$ cat src/rtl/axi_mem_write_responder.sv
// axi_mem_write_responder: AXI4 write slave (AW queue, W sink, B response) storing into a byte memory at BASE_ADDR, with combinational debug read (dbg_addr -> dbg_rdata)
module axi_mem_write_responder #(
  parameter int ADDR_W = 8,
  parameter int DATA_W = 32,
  parameter int ID_W = 8,
  parameter logic [ADDR_W-1:0] BASE_ADDR = '0,
  parameter int MEM_SIZE_LOG2 = 6,
  parameter int AW_FIFO_DEPTH = 4
) (
  input  logic                     aclk,
  input  logic                     areset,
  input  logic [ID_W-1:0]          awid,
  input  logic [ADDR_W-1:0]        awaddr,
  input  logic [7:0]               awlen,
  input  logic [2:0]               awsize,
  input  logic [1:0]               awburst,
  input  logic                     awvalid,
  output logic                     awready,
  input  logic [DATA_W-1:0]        wdata,
  input  logic [DATA_W/8-1:0]      wstrb,
  input  logic                     wlast,
  input  logic                     wvalid,
  output logic                     wready,
  output logic [ID_W-1:0]          bid,
  output logic [1:0]               bresp,
  output logic                     bvalid,
  input  logic                     bready,
  input  logic [MEM_SIZE_LOG2-1:0] dbg_addr,
  output logic [DATA_W-1:0]        dbg_rdata
);
  localparam int LANES = DATA_W / 8;
  localparam int LW = $clog2(LANES);
  localparam int PW = $clog2(AW_FIFO_DEPTH);
  localparam int MW = MEM_SIZE_LOG2;
  localparam logic [ADDR_W-1:0] ONE = 1;
  typedef struct packed {
    logic [ID_W-1:0]   id;
    logic [ADDR_W-1:0] addr;
    logic [7:0]        len;
    logic [2:0]        size;
    logic [1:0]        burst;
  } aw_t;
  typedef enum logic [1:0] {IDLE, DATA, RESP} state_t;
  state_t state;
  aw_t fifo [AW_FIFO_DEPTH];
  aw_t head;
  logic [PW:0] wr_ptr, rd_ptr;
  logic full, empty, push, pop;
  logic [ADDR_W-1:0] addr, bytes, mask, next_addr;
  logic [7:0] len, beat;
  logic [2:0] size;
  logic [1:0] burst, err, err_n;
  logic wrap_len_ok, last, bad, we;
  logic [7:0] mem [2**MW];
  logic [MW-1:0] woff, dbg_al;
  assign head = fifo[rd_ptr[PW-1:0]];
  assign full = (wr_ptr ^ rd_ptr) == {1'b1, {PW{1'b0}}};
  assign empty = wr_ptr == rd_ptr;
  assign awready = !full && !areset;
  assign push = awvalid && awready;
  assign pop = state == IDLE && !empty;
  assign last = beat == len;
  assign bad = wlast != last && err != 2'd3;
  assign we = state == DATA && wvalid && err == 2'd0;
  assign woff = addr[MW-1:0] & ~MW'(LANES - 1);
  assign dbg_al = dbg_addr & ~MW'(LANES - 1);
  always_comb begin
    wrap_len_ok = head.len == 8'd1 || head.len == 8'd3 || head.len == 8'd7 || head.len == 8'd15;
    err_n = head.addr[ADDR_W-1:MW] != BASE_ADDR[ADDR_W-1:MW] ? 2'd3 :
            (head.burst == 2'd3 || int'(head.size) > LW ||
             (head.burst == 2'd2 && (!wrap_len_ok || (head.addr & ((ONE << head.size) - ONE)) != '0))) ? 2'd2 : 2'd0;
    bytes = ONE << size;
    // wrap window is a power of two for every burst that actually writes
    mask = ((ADDR_W'(len) + ONE) << size) - ONE;
    next_addr = burst == 2'd0 ? addr :
                burst == 2'd2 ? (addr & ~mask) | ((addr + bytes) & mask) :
                (addr & ~(bytes - ONE)) + bytes;
  end
  always_ff @(posedge aclk or posedge areset)
    if (areset) wr_ptr <= '0;
    else if (push) wr_ptr <= wr_ptr + (PW+1)'(1);
  always_ff @(posedge aclk)
    if (push) fifo[wr_ptr[PW-1:0]] <= '{awid, awaddr, awlen, awsize, awburst};
  always_ff @(posedge aclk or posedge areset)
    if (areset) begin
      state <= IDLE;
      rd_ptr <= '0;
      wready <= 1'b0;
      bvalid <= 1'b0;
      bid <= '0;
      bresp <= '0;
      addr <= '0;
      len <= '0;
      size <= '0;
      burst <= '0;
      beat <= '0;
      err <= '0;
    end else
      case (state)
        IDLE: if (pop) begin
          rd_ptr <= rd_ptr + (PW+1)'(1);
          bid <= head.id;
          addr <= head.addr;
          len <= head.len;
          size <= head.size;
          burst <= head.burst;
          beat <= '0;
          err <= err_n;
          wready <= 1'b1;
          state <= DATA;
        end
        DATA: if (wvalid) begin
          if (bad) err <= 2'd2;
          if (last) begin
            wready <= 1'b0;
            bvalid <= 1'b1;
            bresp <= bad ? 2'd2 : err;
            state <= RESP;
          end else begin
            beat <= beat + 8'd1;
            addr <= next_addr;
          end
        end
        RESP: if (bready) begin
          bvalid <= 1'b0;
          state <= IDLE;
        end
        default: state <= IDLE;
      endcase
  always_ff @(posedge aclk or posedge areset)
    if (areset) for (int i = 0; i < 2**MW; i++) mem[i] <= '0;
    else for (int j = 0; j < LANES; j++) if (we && wstrb[j]) mem[woff | MW'(j)] <= wdata[8*j+:8];
  for (genvar j = 0; j < LANES; j++) begin : g_lane
    assign dbg_rdata[8*j+:8] = mem[dbg_al | MW'(j)];
  end
endmodule
$ cat config.mk
export PLATFORM = sky130hd
export DESIGN_NAME = axi_mem_write_responder
export DESIGN_NICKNAME = d
export VERILOG_FILES = /design/src/rtl/axi_mem_write_responder.sv
export SDC_FILE = /design/constraint.sdc
export NUM_CORES = 1
export LEC_CHECK = 0
export ABC_CLOCK_PERIOD_IN_PS = 23000
export CAP_MARGIN = 20
export CELL_PAD_IN_SITES_DETAIL_PLACEMENT = 2
export CELL_PAD_IN_SITES_GLOBAL_PLACEMENT = 2
export CORE_MARGIN = 5
export CORE_UTILIZATION = 35
export CTS_BUF_LIST = sky130_fd_sc_hd__clkbuf_2 sky130_fd_sc_hd__clkbuf_4 sky130_fd_sc_hd__clkbuf_8
export DETAILED_ROUTE_END_ITERATION = 7
export GPL_ROUTABILITY_DRIVEN = 1
export PLACE_DENSITY = 0.63
export SLEW_MARGIN = 20
export SYNTH_ARGS = -nofsm -noshare
export SYNTH_HDL_FRONTEND = slang
export SYNTH_SLANG_ARGS = --single-unit
$ cat constraint.sdc
create_clock -name aclk -period 23 [get_ports aclk]
set_clock_uncertainty 0.2 [all_clocks]
set_input_delay 2.3 -clock aclk [delete_from_list [all_inputs] [get_ports aclk]]
set_output_delay 2.3 -clock aclk [all_outputs]
set_load 0.05 [all_outputs]
==> results of run 1 <==
## path summary, 6_finish.rpt
path	from	endpoint	slack, ns
max	dbg_addr[2]	dbg_rdata[28]	14.90
min	mem[220]	mem[220]	0.29
max reg2reg	state[1]	mem[340]	19.08
min reg2reg	mem[220]	mem[220]	0.29
max in group asynchronous	areset	mem[270]	17.81
min in group asynchronous	areset	bid[6]	1.91
## where the power goes
part / internal, mW / switching, mW / total [mW]
Sequential: 1.31 / 0.0872 / 1.39
Combinational: 0.258 / 0.401 / 0.658
Clock: 0.629 / 0.500 / 1.13
Total: 2.19 / 0.988 / 3.18
## worst max-delay path, cell delays in order
cell             delay [ns]
clkbuf_8               0.54
buf_4                  0.75
mux4_2                 0.59
mux4_2                 0.58
clkdlybuf4s50_1        0.74
## flip-flops by register name, summed over array words and instances (netlist names), named ones only
signal / count
len: 8
bvalid: 1
wready: 1
state: 2
wr_ptr: 3
beat: 8
bid: 8
fifo: 116
burst: 2
bresp: 2
err: 2
rd_ptr: 3
mem: 512
size: 3
## layer usage
layer  vias up  GRT usage, %
met1      9556         22.60
li1       7670             -
met2       289         32.00
met5         -             0
met4         6         5.153
met3       146         3.544
## per-stage QoR
| step | hold slack [ns] | area (um^2) | setup WS, ns |
|---|---|---|---|
| final | 0.2852 | 35580 | 14.90 |
| after global routing | 0.2966 | 35580 | 14.74 |
| after CTS | 0.2891 | 35530 | 14.83 |
| after detailed placement | 0.2768 | 33150 | 14.83 |
| after global placement | 0.2607 | 33150 | 14.78 |
| after floorplan | 0.2587 | 30770 | 4.811 |
## placed cells by master (no fill, tap or decap), types with 17 or more instances in the layout
cell               n
mux2_1           515
nand2_1          109
xnor2_1           19
ha_1              18
edfxtp_1         116
nand2_2           35
clkbuf_8         136
clkdlybuf4s50_1  115
clkbuf_4          47
buf_4             17
inv_1             17
dfrtp_1          560
nor2_1            40
mux4_2           185
## layout make-up
type,count,area [um^2]
antenna,6,15.01
timing repair buffer,140,1384
multi-input combinational,1143,12740
tap,1155,1445
clock buffer,182,2211
clock inverter,20,172.7
fill,8456,51440
inverter,22,90.09
sequential,677,17520
## kinds of logic after synthesis
kind of cell	Yosys count	synth area share, %
buffers and inverters	129	1.688
DFF	677	56.95
muxes	715	32.95
and+or+nand+nor	271	4.290
adders and majority gates	20	0.8621
AOI/OAI and AO/OA	107	2.411
xor gates and xnor gates	30	0.8539
==> flow_summary_export.csv, run 1 <==
group,metric,value,unit
run_status,status,"finished, final reports clean",
yosys,synth_area_leaders,"dfrtp_1 (46%), mux2_1 (19%), mux4_2 (14%)",
global_route,grt.total_usage,18.04,%
sta,tightestPinTransition,1.090,ns
sta,post-route-period-util,35.22,%
detailed_routing,wl_per_cell,25.14,um
critical_path,cp_max_fo,53,
yosys,syn-instance-count,1949,
placement,placed_cells,3136,
floorplan,dieWidth,306.5,um
clock_tree,cts_setup_buffers,0,
power_and_ir_drop,peakVddDrop,0.07097,mV
clock_tree,root_buffer,"clkbuf_8",
yosys,yosysTopAreaCellShare,45.62,%
yosys,synth_most_common_cell,"dfrtp_1",
floorplan,die_height,306.5,um
global_route,grt_pass1_vias,20670,
power_and_ir_drop,finalPower,3.180,mW
clock_tree,cts_sinks,677,
floorplan,coreArea,87020,um^2
clock_tree,cts_max_path_buffers,3,
yosys,async_reset_ff_share,82.87,%
detailed_routing,routed-via-count,17670,
yosys,synthFlopType,"dfrtp_1",
sta,drv_slew,0,
power_and_ir_drop,p_per_area,89.37,nW/um^2
yosys,synthTopCellsByCount,"dfrtp_1 (561), mux2_1 (515), mux4_2 (185)",
final_layout,finalNonFillerCells,3345,
yosys,syn-cell-area,30770,um^2
critical_path,r2r_cells,5,
final_layout,fin_nets,2197,
floorplan,dieArea,93940,um^2
global_route,grt_first_pass_wirelength,130200,um
clock_tree,clk_pin_slew_worst_paths,0.06,ns
sta,relSlewSlack,26.79,%
clock_tree,clk_latency,0.75,ns
clock_tree,htreeDepth,3,
detailed_routing,routed_wl,84080,um
critical_path,cp_data_required_time,20.50,ns
yosys,syn_nets,2046,
detailed_routing,drt_iter0_drc,822,
detailed_routing,drc,0,
detailed_routing,wl_met1,34760,um
final_layout,drive_gt1_share,20.92,%
sta,rsz0062_at_grt,"false",
floorplan,pin_count,122,
floorplan,start_util,35.36,%
sta,fin_crit,8.100,ns
power_and_ir_drop,leakage,16.52,nW
sta,setup_violations,0,
final_layout,area_growth,15.64,%
critical_path,crit_type,"in2out",
critical_path,critPathLaunchType,"input port",
yosys,yosysSeqAreaShare,56.95,%
final_layout,final_core_util,40.89,%
sta,fmax,123.5,MHz
placement,dp_hpwl,52030,um
yosys,synth_edf_count,116,
yosys,yosys.area.top_type,"dfrtp_1",
global_route,grt_max_degree,180,
detailed_routing,routed_via_density,5.282,
min_path,hp-class,"reg2reg",
global_route,antenna_found_initial,8,
clock_tree,holdBufCountCts,0,
placement,io_buffers,119,
detailed_routing,dr_wl_met2,43510,um
min_path,hold_depth,1,
clock_tree,cts_buffers,116,
floorplan,row_count,108,
sta,setup-tns-final,0,ns
yosys,ys_seq_elements,677,
clock_tree,cts_tree,"done",
yosys,syn_area_per_cell,15.79,um^2
detailed_routing,topRoutingLayerUsed,"met5",
detailed_routing,wl_met3,3573,um
job,cap_violations,0,
detailed_routing,final_antenna_net_count,0,
global_route,gr-total-overflow,0,
placement,gp_congestion,0.7491,
clock_tree,cts.repair.resized,0,
yosys,yosys_warnings,0,
sta,final_hold_viol_count,0,
critical_path,crit_path_end_kind,"output pin",
detailed_routing,drtPass1Iterations,4,
critical_path,critPathArrivalTime,5.60,ns
yosys,ys_types,71,
Note: power is estimated with default switching activity, not from simulation.
==> run 2: changes to the inputs <==
--- a/config.mk
+++ b/config.mk
@@ -5,7 +5,7 @@
 export SDC_FILE = /design/constraint.sdc
 export NUM_CORES = 1
 export LEC_CHECK = 0
-export ABC_CLOCK_PERIOD_IN_PS = 23000
+export ABC_CLOCK_PERIOD_IN_PS = 7200
 export CAP_MARGIN = 20
 export CELL_PAD_IN_SITES_DETAIL_PLACEMENT = 2
 export CELL_PAD_IN_SITES_GLOBAL_PLACEMENT = 2
@@ -14,7 +14,7 @@
 export CTS_BUF_LIST = sky130_fd_sc_hd__clkbuf_2 sky130_fd_sc_hd__clkbuf_4 sky130_fd_sc_hd__clkbuf_8
 export DETAILED_ROUTE_END_ITERATION = 7
 export GPL_ROUTABILITY_DRIVEN = 1
-export PLACE_DENSITY = 0.63
+export PLACE_DENSITY = 0.65
 export SLEW_MARGIN = 20
 export SYNTH_ARGS = -nofsm -noshare
 export SYNTH_HDL_FRONTEND = slang
==> constraint.sdc (replaced) <==
create_clock -name aclk -period 7.2 [get_ports aclk]
set_clock_uncertainty 0.2 [all_clocks]
set_input_delay 0.72 -clock aclk [delete_from_list [all_inputs] [get_ports aclk]]
set_output_delay 0.72 -clock aclk [all_outputs]
set_load 0.05 [all_outputs]
==> flow_summary_export.csv, run 2 (same netlist as run 1, synthesis figures left out) <==
group,metric,value,unit
critical_path,crit_path_end_kind,"output pin",
clock_tree,clk_pin_slew_worst_paths,0.06,ns
placement,placed_cells,3141,
critical_path,cp_slowest_cell,"clkdlybuf4s50_1",
global_route,grt_max_degree,169,
sta,rsz0062_at_grt,"false",
final_layout,fin_nets,2206,
detailed_routing,drtPass1Iterations,4,
clock_tree,htreeDepth,3,
power_and_ir_drop,leakage,16.77,nW
critical_path,cp_slowest_stage_delay,0.73,ns
clock_tree,cts_tree,"done",
global_route,grt.total_usage,17.99,%
final_layout,final_core_util,41.45,%
final_layout,fillCellCount,8391,
final_layout,final_cell_mix,"dfrtp_1 (560), mux2_1 (515), mux4_2 (185)",
power_and_ir_drop,peakVddDrop,0.2155,mV
critical_path,crit_chain,"buf_6 > buf_4 > mux4_2 > mux4_2 > clkdlybuf4s50_1",
floorplan,start_util,35.36,%
sta,tightestPinTransition,1.214,ns
sta,fin_crit,4.706,ns
placement,io_buffers,119,
placement,dp_hpwl,52160,um
detailed_routing,drt_iter0_drc,748,
global_route,antenna_found_initial,5,
final_layout,seq_area,17520,um^2
detailed_routing,drc,0,
floorplan,coreArea,87020,um^2
min_path,hp-class,"reg2reg",
floorplan,dieWidth,306.5,um
run_status,status,"finished, final reports clean",
clock_tree,root_buffer,"clkbuf_8",
detailed_routing,wl_per_cell,24.85,um
critical_path,cp_max_fo,55,
final_layout,top_register,"mem",
clock_tree,cts.repair.resized,0,
detailed_routing,final_antenna_net_count,0,
final_layout,largest_reg_flops,512,
power_and_ir_drop,finalPower,10.61,mW
final_layout,mostFrequentLayoutCell,"dfrtp_1",
final_layout,fin_area,36070,um^2
final_layout,drive_gt1_share,21.98,%
clock_tree,cts_max_path_buffers,3,
job,cap_violations,0,
placement,place_area,33220,um^2
clock_tree,holdBufCountCts,0,
global_route,gr-total-overflow,0,
floorplan,pin_count,122,
final_layout,area_growth,17.24,%
clock_tree,cts_sinks,677,
power_and_ir_drop,p_per_area,294.1,nW/um^2
final_layout,multiInputGateArea,12740,um^2
clock_tree,cts_buffers,121,
clock_tree,cts_setup_buffers,0,
final_layout,finalNonFillerCells,3373,
critical_path,cp_data_required_time,6.28,ns
detailed_routing,routed_wl,83830,um
global_route,grt_first_pass_wirelength,130300,um
critical_path,critPathLaunchType,"input port",
sta,fmax,212.5,MHz
sta,relSlewSlack,18.47,%
detailed_routing,routed_via_density,5.270,
placement,gp_congestion,0.7408,
clock_tree,clk_latency,0.74,ns
floorplan,die_height,306.5,um
critical_path,crit_top_cell,"mux4_2",
critical_path,crit_type,"in2out",
floorplan,dieArea,93940,um^2
sta,final_hold_viol_count,0,
sta,post-route-period-util,65.36,%
sta,setup_violations,0,
critical_path,critPathArrivalTime,3.79,ns
floorplan,row_count,108,
detailed_routing,routed-via-count,17780,
sta,drv_slew,0,
global_route,grt_pass1_vias,20720,
-- run 2: where the power goes --
part           internal (mW)  switching, mW
logic                  0.826           1.27
registers               4.17          0.269
clock network           2.42           1.66
-- run 2: area by class of cell --
| cell class | instances | share of cell area, % |
|---|---|---|
| tap | 1155 | 4.006 |
| clock buffer | 192 | 6.909 |
| antenna | 2 | 0.01387 |
| multi-input combinational | 1143 | 35.32 |
| sequential | 677 | 48.58 |
| inverter | 22 | 0.2393 |
| clock inverter | 38 | 0.9920 |
| timing repair buffer | 144 | 3.947 |
-- run 2: critical path, delay by kind of cell --
family | cells | cell delay, ns
buf+inv | 3 | 1.84
mux | 2 | 1.10
-- run 2: path summary, 6_finish.rpt --
check	from	end	slack [ns]	cells after the start
worst min register to register	bid[7]	bid[7]	0.28	2
min in group asynchronous	areset	bid[7]	0.32	2
max in group asynchronous	areset	mem[511]	4.71	4
worst max-delay path	dbg_addr[3]	dbg_rdata[21]	2.49	5
worst min-delay path	bid[7]	bid[7]	0.28	2
worst max register to register	state[1]	mem[265]	3.08	5
-- run 2: routing by layer --
metal	GRT usage (%)	up-vias	part of all wire, %
li1	-	7708	-
met1	22.55	9601	42
met2	32.29	314	52
met3	3.448	147	3.8
met4	4.466	6	2.2
met5	0	-	0.045
-- run 2: per-stage QoR --
stage | hold WS [ns] | worst slack (ns) | TNS, ns
2_1_floorplan | 0.2587 | -1.358 | -761.68
3_3_place_gp | 0.2651 | 2.456 | 0
3_5_place_dp | 0.2632 | 2.450 | 0
4_1_cts | 0.2787 | 2.434 | 0
5_1_grt | 0.3014 | 2.364 | 0
6_report | 0.2751 | 2.494 | 0
==> run 3: changes to the inputs <==
--- a/config.mk
+++ b/config.mk
@@ -5,7 +5,7 @@
 export SDC_FILE = /design/constraint.sdc
 export NUM_CORES = 1
 export LEC_CHECK = 0
-export ABC_CLOCK_PERIOD_IN_PS = 7200
+export ABC_CLOCK_PERIOD_IN_PS = 4000
 export CAP_MARGIN = 20
 export CELL_PAD_IN_SITES_DETAIL_PLACEMENT = 2
 export CELL_PAD_IN_SITES_GLOBAL_PLACEMENT = 2
==> constraint.sdc (replaced) <==
create_clock -name aclk -period 4 [get_ports aclk]
set_clock_uncertainty 0.2 [all_clocks]
set_input_delay 0.4 -clock aclk [delete_from_list [all_inputs] [get_ports aclk]]
set_output_delay 0.4 -clock aclk [all_outputs]
set_load 0.05 [all_outputs]
==> flow_summary_export.csv, run 3 (same netlist as run 1, synthesis figures left out) <==
group,metric,value,unit
min_path,hold_depth,1,
detailed_routing,final_antenna_net_count,0,
clock_tree,cts_sinks,677,
critical_path,crit_type,"reg2out",
clock_tree,root_buffer,"clkbuf_8",
sta,setup-tns-final,0,ns
placement,dp_hpwl,53910,um
floorplan,dieWidth,306.5,um
critical_path,critPathLaunchType,"flip-flop",
floorplan,dieArea,93940,um^2
floorplan,row_count,108,
clock_tree,htreeDepth,3,
sta,setup_violations,0,
sta,drv_slew,0,
floorplan,coreArea,87020,um^2
placement,io_buffers,119,
critical_path,cp_max_fo,2,
global_route,grt_first_pass_wirelength,130500,um
global_route,grt_max_degree,102,
detailed_routing,drc,0,
min_path,hp-class,"in2reg",
critical_path,critPathArrivalTime,2.93,ns
run_status,status,"finished, final reports clean",
sta,post-route-period-util,88.28,%
final_layout,top_register,"mem",
sta,relSlewSlack,38.94,%
final_layout,drive_gt1_share,23.10,%
global_route,grt_pass1_vias,20840,
clock_tree,clk_pin_slew_worst_paths,0.06,ns
final_layout,fin_nets,2234,
detailed_routing,wl_per_cell,24.68,um
clock_tree,cts_tree,"done",
detailed_routing,drtPass1Iterations,6,
clock_tree,cts_buffers,120,
critical_path,r2r_cells,6,
power_and_ir_drop,peakVddDrop,0.3754,mV
sta,rsz0062_at_grt,"false",
detailed_routing,routed_via_density,5.250,
placement,placed_cells,3169,
final_layout,finalNonFillerCells,3381,
final_layout,final_cell_mix,"dfrtp_1 (560), mux2_1 (515), mux4_2 (185)",
sta,fin_crit,3.531,ns
final_layout,largest_reg_flops,512,
global_route,antenna_found_initial,2,
detailed_routing,routed_wl,83440,um
placement,gp_congestion,0.7567,
final_layout,fillCellCount,8381,
clock_tree,clk_latency,0.74,ns
critical_path,crit_path_end_kind,"output pin",
final_layout,mostFrequentLayoutCell,"dfrtp_1",
sta,fmax,283.2,MHz
floorplan,die_height,306.5,um
clock_tree,cts_max_path_buffers,3,
critical_path,cp_data_required_time,3.40,ns
sta,final_hold_viol_count,0,
global_route,grt.total_usage,17.93,%
sta,tightestPinTransition,0.9089,ns
global_route,gr-total-overflow,0,
detailed_routing,routed-via-count,17750,
power_and_ir_drop,leakage,16.85,nW
floorplan,start_util,35.36,%
final_layout,final_core_util,41.45,%
final_layout,area_growth,17.23,%
placement,place_area,33480,um^2
job,cap_violations,0,
power_and_ir_drop,p_per_area,519.2,nW/um^2
clock_tree,cts_setup_buffers,0,
floorplan,pin_count,122,
detailed_routing,drt_iter0_drc,847,
final_layout,fin_area,36070,um^2
run 3: worst max-delay path: stages (launching register included):
cell and delay, ns:
dfrtp_1 0.38, mux4_2 0.48, mux4_2 0.56, clkdlybuf4s50_1 0.75
run 3: worst paths after layout:
path / slack [ns] / start / to
setup / recovery: 0.47 / mem[388] / dbg_rdata[28]
hold / removal: 0.09 / awlen[0] / fifo[2][5]
setup reg to reg: 0.49 / state[1] / mem[64]
hold reg to reg: 0.28 / wready / wready
max in group asynchronous: 2.03 / areset / mem[196]
min in group asynchronous: 0.57 / areset / rd_ptr[1]
run 3: what timing repair did:
item,4_1_cts,5_1_grt
endpoints found under the setup margin,1,1
endpoints found under the hold margin,10,0
resized for setup,1,1
hold buffers,1,0
gates cloned,0,0
run 3: area by class of cell:
class | count | area (um^2) | area share (%)
Clock inverter | 32 | 334.1 | 0.9262
Multi-Input combinational cell | 1143 | 12740 | 35.32
Clock buffer | 178 | 2243 | 6.219
Antenna cell | 1 | 2.502 | 0.006937
Timing Repair Buffer | 173 | 1694 | 4.697
Tap cell | 1155 | 1445 | 4.006
Inverter | 22 | 86.33 | 0.2393
Sequential cell | 677 | 17530 | 48.59
run 3: power by group:
part | internal [mW] | switching, mW | leakage [nW]
Sequential | 7.51 | 0.460 | 8.81
Clock | 3.96 | 2.91 | 1.38
Combinational | 1.56 | 2.32 | 6.67
run 3: per-layer routing:
layer | share of wire [%] | GRT usage [%] | vias up
li1 | - | - | 7730
met1 | 43 | 22.99 | 9615
met2 | 52 | 31.89 | 267
met3 | 3.2 | 2.904 | 136
met4 | 2.2 | 4.667 | 2
met5 | 0.016 | 0 | -
run 3: per-stage QoR:
stage	worst slack [ns]	total power, mW	hold WS (ns)
3_5_place_dp	0.4649	12.05	0.2662
5_1_grt	0.3216	19.78	0.03501
2_1_floorplan	-4.238	10.67	0.2587
3_3_place_gp	0.5671	11.90	0.2676
6_report	0.4688	18.73	0.08970
4_1_cts	0.05602	19.09	0.006567
